**src/rtl/game_pkg.sv**
```systemverilog
// Shared match definitions: rally state encodings and player identifiers.
// Also used by the score overlay and the UART mux.
package game_pkg;

    typedef enum logic [2:0] {
        IDLE       = 3'd0,
        SERVE_WAIT = 3'd1,
        RALLY      = 3'd2,
        POINT      = 3'd3,
        GAME_OVER  = 3'd4
    } state_t;

    typedef enum logic {
        PL1 = 1'b0,
        PL2 = 1'b1
    } player_t;

    localparam int unsigned SCORE_W = 4;
    localparam int unsigned FRAME_W = 8;

endpackage

```
**src/rtl/frame_timer.sv**
```systemverilog
// Frame tick generator and saturating frame counter.
// A tick is the rising edge of the registered vblnk; the counter advances on
// ticks only and is cleared synchronously by clr. done flags the tick that
// brings the count up to limit; expired means limit ticks have already elapsed.
module frame_timer
    import game_pkg::*;
(
    input  logic               clk,
    input  logic               rst,
    input  logic               vblnk,
    input  logic               clr,
    input  logic [FRAME_W-1:0] limit,
    output logic               done,
    output logic               expired
);

    logic               vblnk_q;
    logic               vblnk_qq;
    logic               tick;
    logic [FRAME_W-1:0] count;

    // Register vblnk twice so its rising edge can be detected as a one-cycle tick
    always_ff @(posedge clk or negedge rst) begin
        if (!rst) begin
            vblnk_q  <= 1'b0;
            vblnk_qq <= 1'b0;
        end else begin
            vblnk_q  <= vblnk;
            vblnk_qq <= vblnk_q;
        end
    end

    assign tick = vblnk_q & ~vblnk_qq;

    // Saturating tick counter; clear wins over a coincident tick
    always_ff @(posedge clk or negedge rst) begin
        if (!rst) begin
            count <= '0;
        end else if (clr) begin
            count <= '0;
        end else if (tick && (count != '1)) begin
            count <= count + 1'b1;
        end
    end

    // Compare is done one bit wider so a saturated count cannot wrap into a match
    always_comb begin
        done    = tick && (({1'b0, count} + 9'd1) == {1'b0, limit});
        expired = (count >= limit);
    end

endmodule

```
**src/rtl/match_ctrl.sv**
```systemverilog
// Blobby Volley match sequencer: rally state machine, fault-to-score
// conversion, ball freeze/re-arm and score/endgame publishing.
// All outputs are registered; state is written as state register,
// next-state logic, and output next-value logic feeding output registers.
module match_ctrl
    import game_pkg::*;
#(
    parameter int unsigned WIN_SCORE    = 15,
    parameter int unsigned NET_X        = 512,
    parameter int unsigned POINT_FRAMES = 90,
    parameter int unsigned SERVE_FRAMES = 180,
    parameter int unsigned OVER_FRAMES  = 120
) (
    input  logic         clk,
    input  logic         rst,
    input  logic         vblnk_in,
    input  logic         start_click,
    input  logic         gnd_col,
    input  logic         ovr_touch,
    input  logic         last_touch,
    input  logic [11:0]  ball_xpos,
    output logic [3:0]   score_pl1,
    output logic [3:0]   score_pl2,
    output logic         ball_hold,
    output logic         ball_reset,
    output logic         serve_side,
    output logic         endgame,
    output logic         winner,
    output logic [2:0]   state_out
);

    localparam logic [11:0]        NET_X_L   = 12'(NET_X);
    localparam logic [SCORE_W-1:0] WIN_L     = SCORE_W'(WIN_SCORE);
    localparam logic [FRAME_W-1:0] POINT_L   = FRAME_W'(POINT_FRAMES);
    localparam logic [FRAME_W-1:0] SERVE_L   = FRAME_W'(SERVE_FRAMES);
    localparam logic [FRAME_W-1:0] OVER_L    = FRAME_W'(OVER_FRAMES);

    state_t               state;
    state_t               next_state;

    logic                 click_q1;
    logic                 click_q2;
    logic                 click_rise;

    logic                 timer_clr;
    logic [FRAME_W-1:0]   timer_limit;
    logic                 timer_done;
    logic                 timer_expired;

    logic                 fault;
    player_t              scorer;
    logic [SCORE_W-1:0]   scorer_new;
    logic                 win;

    logic [SCORE_W-1:0]   score_pl1_d;
    logic [SCORE_W-1:0]   score_pl2_d;
    logic                 serve_side_d;
    logic                 endgame_d;
    logic                 winner_d;
    logic                 ball_reset_d;
    logic                 ball_hold_d;

    frame_timer u_frame_timer (
        .clk     (clk),
        .rst     (rst),
        .vblnk   (vblnk_in),
        .clr     (timer_clr),
        .limit   (timer_limit),
        .done    (timer_done),
        .expired (timer_expired)
    );

    // Two-flop registered copy of the mouse button for rising-edge detection
    always_ff @(posedge clk or negedge rst) begin
        if (!rst) begin
            click_q1 <= 1'b0;
            click_q2 <= 1'b0;
        end else begin
            click_q1 <= start_click;
            click_q2 <= click_q1;
        end
    end

    assign click_rise = click_q1 & ~click_q2;

    // Select the frame limit of the current state and clear the timer on every state entry
    always_comb begin
        unique case (state)
            SERVE_WAIT: timer_limit = SERVE_L;
            POINT:      timer_limit = POINT_L;
            GAME_OVER:  timer_limit = OVER_L;
            default:    timer_limit = '1;
        endcase
        timer_clr = (next_state != state);
    end

    // Decide who scores: a third-touch fault outranks a ground contact
    always_comb begin
        fault = ovr_touch | gnd_col;
        if (ovr_touch) begin
            scorer = player_t'(~last_touch);
        end else if (ball_xpos < NET_X_L) begin
            scorer = PL2;
        end else begin
            scorer = PL1;
        end
        scorer_new = ((scorer == PL1) ? score_pl1 : score_pl2) + 1'b1;
        win        = (scorer_new == WIN_L);
    end

    // State register
    always_ff @(posedge clk or negedge rst) begin
        if (!rst) begin
            state <= IDLE;
        end else begin
            state <= next_state;
        end
    end

    // Next-state logic
    always_comb begin
        next_state = state;
        unique case (state)
            IDLE: begin
                if (click_rise) next_state = SERVE_WAIT;
            end
            SERVE_WAIT: begin
                if ((click_rise && (serve_side == PL1)) || timer_done) next_state = RALLY;
            end
            RALLY: begin
                if (fault) next_state = win ? GAME_OVER : POINT;
            end
            POINT: begin
                if (timer_done) next_state = SERVE_WAIT;
            end
            GAME_OVER: begin
                if (click_rise && timer_expired) next_state = SERVE_WAIT;
            end
            default: next_state = IDLE;
        endcase
    end

    // Output next values, derived from the current state and the chosen transition
    always_comb begin
        score_pl1_d  = score_pl1;
        score_pl2_d  = score_pl2;
        serve_side_d = serve_side;
        endgame_d    = endgame;
        winner_d     = winner;
        ball_reset_d = 1'b0;
        ball_hold_d  = (next_state != RALLY);
        unique case (state)
            IDLE: begin
                score_pl1_d = '0;
                score_pl2_d = '0;
                if (next_state == SERVE_WAIT) begin
                    ball_reset_d = 1'b1;
                    serve_side_d = PL1;
                end
            end
            RALLY: begin
                if (fault) begin
                    if (scorer == PL1) score_pl1_d = scorer_new;
                    else               score_pl2_d = scorer_new;
                    serve_side_d = scorer;
                    if (win) begin
                        endgame_d = 1'b1;
                        winner_d  = scorer;
                    end
                end
            end
            POINT: begin
                if (next_state == SERVE_WAIT) ball_reset_d = 1'b1;
            end
            GAME_OVER: begin
                if (next_state == SERVE_WAIT) begin
                    score_pl1_d  = '0;
                    score_pl2_d  = '0;
                    endgame_d    = 1'b0;
                    winner_d     = PL1;
                    serve_side_d = PL1;
                    ball_reset_d = 1'b1;
                end
            end
            default: ;
        endcase
    end

    // Output registers
    always_ff @(posedge clk or negedge rst) begin
        if (!rst) begin
            score_pl1  <= '0;
            score_pl2  <= '0;
            serve_side <= 1'b0;
            endgame    <= 1'b0;
            winner     <= 1'b0;
            ball_reset <= 1'b0;
            ball_hold  <= 1'b1;
        end else begin
            score_pl1  <= score_pl1_d;
            score_pl2  <= score_pl2_d;
            serve_side <= serve_side_d;
            endgame    <= endgame_d;
            winner     <= winner_d;
            ball_reset <= ball_reset_d;
            ball_hold  <= ball_hold_d;
        end
    end

    assign state_out = state;

endmodule

```
**config.mk**
```make
export PLATFORM = sky130hd
export DESIGN_NAME = match_ctrl
export DESIGN_NICKNAME = d
export VERILOG_FILES = /design/src/rtl/game_pkg.sv /design/src/rtl/frame_timer.sv /design/src/rtl/match_ctrl.sv
export SDC_FILE = /design/constraint.sdc
export NUM_CORES = 1
export LEC_CHECK = 0
export CAP_MARGIN = 20
export CORE_MARGIN = 1
export CORE_UTILIZATION = 57
export CTS_CLUSTER_SIZE = 8
export DETAILED_ROUTE_END_ITERATION = 8
export GPL_TIMING_DRIVEN = 1
export HOLD_SLACK_MARGIN = 0.02
export PLACE_DENSITY = 0.92
export SLEW_MARGIN = 40
export SYNTH_ARGS = -nofsm -noshare
export SYNTH_HDL_FRONTEND = slang
export SYNTH_SLANG_ARGS = --single-unit
```
**constraint.sdc**
```tcl
create_clock -name clk -period 5.1 [get_ports clk]
set_clock_uncertainty 0.05 [all_clocks]
set_input_delay 1.02 -clock clk [delete_from_list [all_inputs] [get_ports clk]]
set_output_delay 1.02 -clock clk [all_outputs]
set_load 0.02 [all_outputs]
```
==> flow_summary.yaml <==
synthesis:
  synth_seq_cells: 28
  ys_types: 59
  synth_edf_count: 0
  ys_seq_area_share_pct: 34.3
  ys_warn_count: 0
  postSynthCellCount: 224
  synth_top_area_share_pct: 33.0
  yosysMostFrequentCell: "dfrtp_1"
  syn-cell-area_um2: 2050
  syn_nets: 252
  synth_commonest_cells: "dfrtp_1, nor2_1, nand2_1, nor3_1, nand2b_1"
  avgSynthCellArea_um2: 9.14
  synth_top_area_cell: "dfrtp_1"
  ys_top_cells_by_area: "dfrtp_1, ha_1, nor2_1, xnor2_1, nand2_1"
  ys.flop_type: "dfrtp_1"
  ys_async_sr_fraction_pct: 100
clock_tree:
  clkLatencyLatePin_ns: 0.33
  cts_tree: "built"
  cts_made_buffers: 3
  post_cts_buffers: 0
  hold_buffers: 0
  htree_num_levels: 1
  cts_resized: 0
  clock-sinks: 28
  root_buffer: "clkbuf_4"
  clock_path_buffers: 2
  path_clk_slew_ns: 0.15
global_routing:
  use_met1_pct: 36.3
  grt_pass1_wl_um: 7290
  grt_pass1_vias: 1589
  met3_usage_pct: 4.76
  top_usage_layer: "met2"
  grt_use_total_pct: 25.5
  grt_overflow: 0
  met2_usage_pct: 39.8
  grt_max_degree: 29
  antenna_found_initial: 0
worst_setup_path:
  crit_fanout: 8
  reg2reg_depth: 10
  critPathKind: "in -> reg"
  r2r_slack_ns: 1.51
  arrival_ns: 4.22
  r2r_start: "state_out[2]"
  crit_required_ns: 5.25
  crit_path_start_kind: "input port"
  regToRegEndpoint: "ball_hold"
  worstPathCellList: "clkdlybuf4s50_1 -> or4_4 -> nand2_1 -> mux2_2 -> ha_1 -> nand2b_1 -> a211oi_1 -> nor2_1 -> nor2_1 -> a221oi_2 -> a22oi_2 -> nor3_1"
  path_buf_inv: 1
  critPathMostFrequentCell: "nor2_1"
  critPathSlowestCell: "or4_4"
  slowest_delay_ns: 0.59
  crit_family: "simple AND/OR/NAND/NOR gates"
  cp-end-kind: "register"
  crit_cells: 12
outcome:
  status: "completed"
timing:
  grt_setup_unrepaired: "no"
  maxSlewViolCount: 0
  fmax_mhz: 246
  tightestPinTransition_ns: 0.654
  hold_viol: 0
  setup_ws_ns: 1.04
  finalCriticalPeriod_ns: 4.06
  finalCritPeriodShare_pct: 79.7
  maxSlewHeadroom_pct: 56.4
  setup_viol: 0
  tns_ns: 0
final_layout:
  fin_nets: 275
  drive_above_1_share_pct: 9.35
  diodes: 0
  synthToLayoutAreaGrowth_pct: 15.0
  final_cells: 292
  fillers: 241
min_path:
  worstHoldPathType: "reg -> reg"
  holdPathStages: 0
  holdCritStartpoint: "click_q1"
  holdPathEnd: "click_q2"
floorplanning:
  die_x_um: 61.9
  ios: 35
  dieArea_um2: 3830
  core-area_um2: 3390
  dieHeight_um: 61.9
  floorplan.rows: 21
  initial_core_util_pct: 60.4
pwr:
  power_density_nw_per_um2: 411
  p_total_mw: 0.966
  leakage_nw: 0.999
  irDropWorstVdd_uv: 285
routing:
  via_per_inst: 6.08
  num_vias: 1775
  routedWlPerCell_um: 15.2
  drt_iter0_drc: 153
  drt_first_pass_iters: 5
  postRouteAntennaNets: 0
  route.detailed.drc: 0
  wl_um: 4440
place:
  numPortBuffers: 25
  hpwl_um: 3320
  gp_congestion: 0.880
  dp_cells: 288
  pre_cts_ws_ns: 0.677
run:
  drv_cap: 0
==> metrics by stage <==
| stage | hold WS, ns | util, % | area, um^2 |
|---|---|---|---|
| after floorplan | 0.297 | - | 2050 |
| after global placement | 0.304 | 68.7 | 2330 |
| after detailed placement | 0.310 | 68.7 | 2330 |
| after CTS | 0.345 | 69.4 | 2350 |
| after global routing | 0.354 | 69.4 | 2350 |
| final | 0.340 | 69.4 | 2350 |
==> kinds of logic after synthesis <==
family / after synthesis / synth area share, %
and+or+nand+nor: 98 / 24.8
AOI/OAI and AO/OA: 49 / 20.8
DFF: 28 / 34.3
xor gates and xnor gates: 16 / 6.85
buffers and inverters: 15 / 3.00
muxes: 9 / 4.83
adders and majority gates: 9 / 5.50
==> layout make-up <==
class | count | area, um^2 | share of cell area (%)
Clock buffer | 4 | 26.3 | 1.12
Inverter | 7 | 26.3 | 1.12
Multi-Input combinational cell | 181 | 1280 | 54.5
Sequential cell | 28 | 702 | 29.8
Tap cell | 46 | 57.6 | 2.45
Timing Repair Buffer | 26 | 258 | 11.0
==> state kept, by name, summed over array words and instances, names as in the netlist <==
register,flops
state_out,3
score_pl1,4
ball_hold,1
click_q2,1
u_frame_timer.vblnk_q,1
score_pl2,4
winner,1
ball_reset,1
click_q1,1
u_frame_timer.count,8
u_frame_timer.vblnk_qq,1
endgame,1
serve_side,1
==> how the worst max path moves through the flow <==
stage                   start                     end  slack (ns)
finish              ovr_touch  u_frame_timer.count[0]        1.04
global route        ovr_touch  u_frame_timer.count[0]        0.81
CTS                 ovr_touch  u_frame_timer.count[0]        1.05
floorplan           ovr_touch  u_frame_timer.count[6]        1.48
detailed placement  ovr_touch  u_frame_timer.count[0]        0.68
global placement    ovr_touch  u_frame_timer.count[0]        0.75
==> worst register-to-register path, stage by stage (launching register included) <==
cell,delay [ns]
dfrtp_1,0.79
or3b_1,0.47
o21ai_1,0.22
ha_1,0.33
a21oi_1,0.17
nand2_1,0.09
o31ai_2,0.40
nor2_1,0.19
a211o_1,0.32
a21oi_1,0.28
a21bo_1,0.25
==> cell usage in the layout (no fill, tap or decap), drive strengths merged, types with 2 or more instances in the layout <==
cell type / n
ha: 9
xnor2: 9
nor2b: 5
nand2b: 11
nand3: 7
a21oi: 7
a221oi: 2
a31oi: 2
dfrtp: 27
a211oi: 3
a21boi: 2
inv: 7
mux2: 7
o21ai: 11
and3: 4
xor2: 7
or2: 2
nand2: 20
o22ai: 2
o31ai: 2
nand4: 3
clkdlybuf4s50: 25
nor2: 26
nor4: 2
mux2i: 2
clkbuf: 4
a22oi: 6
nor3: 13
==> routing by layer <==
metal,share of wire [%],up-vias
met3,7.6,12
met4,1.7,0
met2,45,90
li1,-,854
met5,0,-
met1,45,819
==> where the power goes <==
part	internal (mW)	switching (mW)
Sequential	0.264	0.0622
Clock	0.0306	0.0666
Combinational	0.223	0.319
No activity file was read; power rests on OpenSTA's default activity.
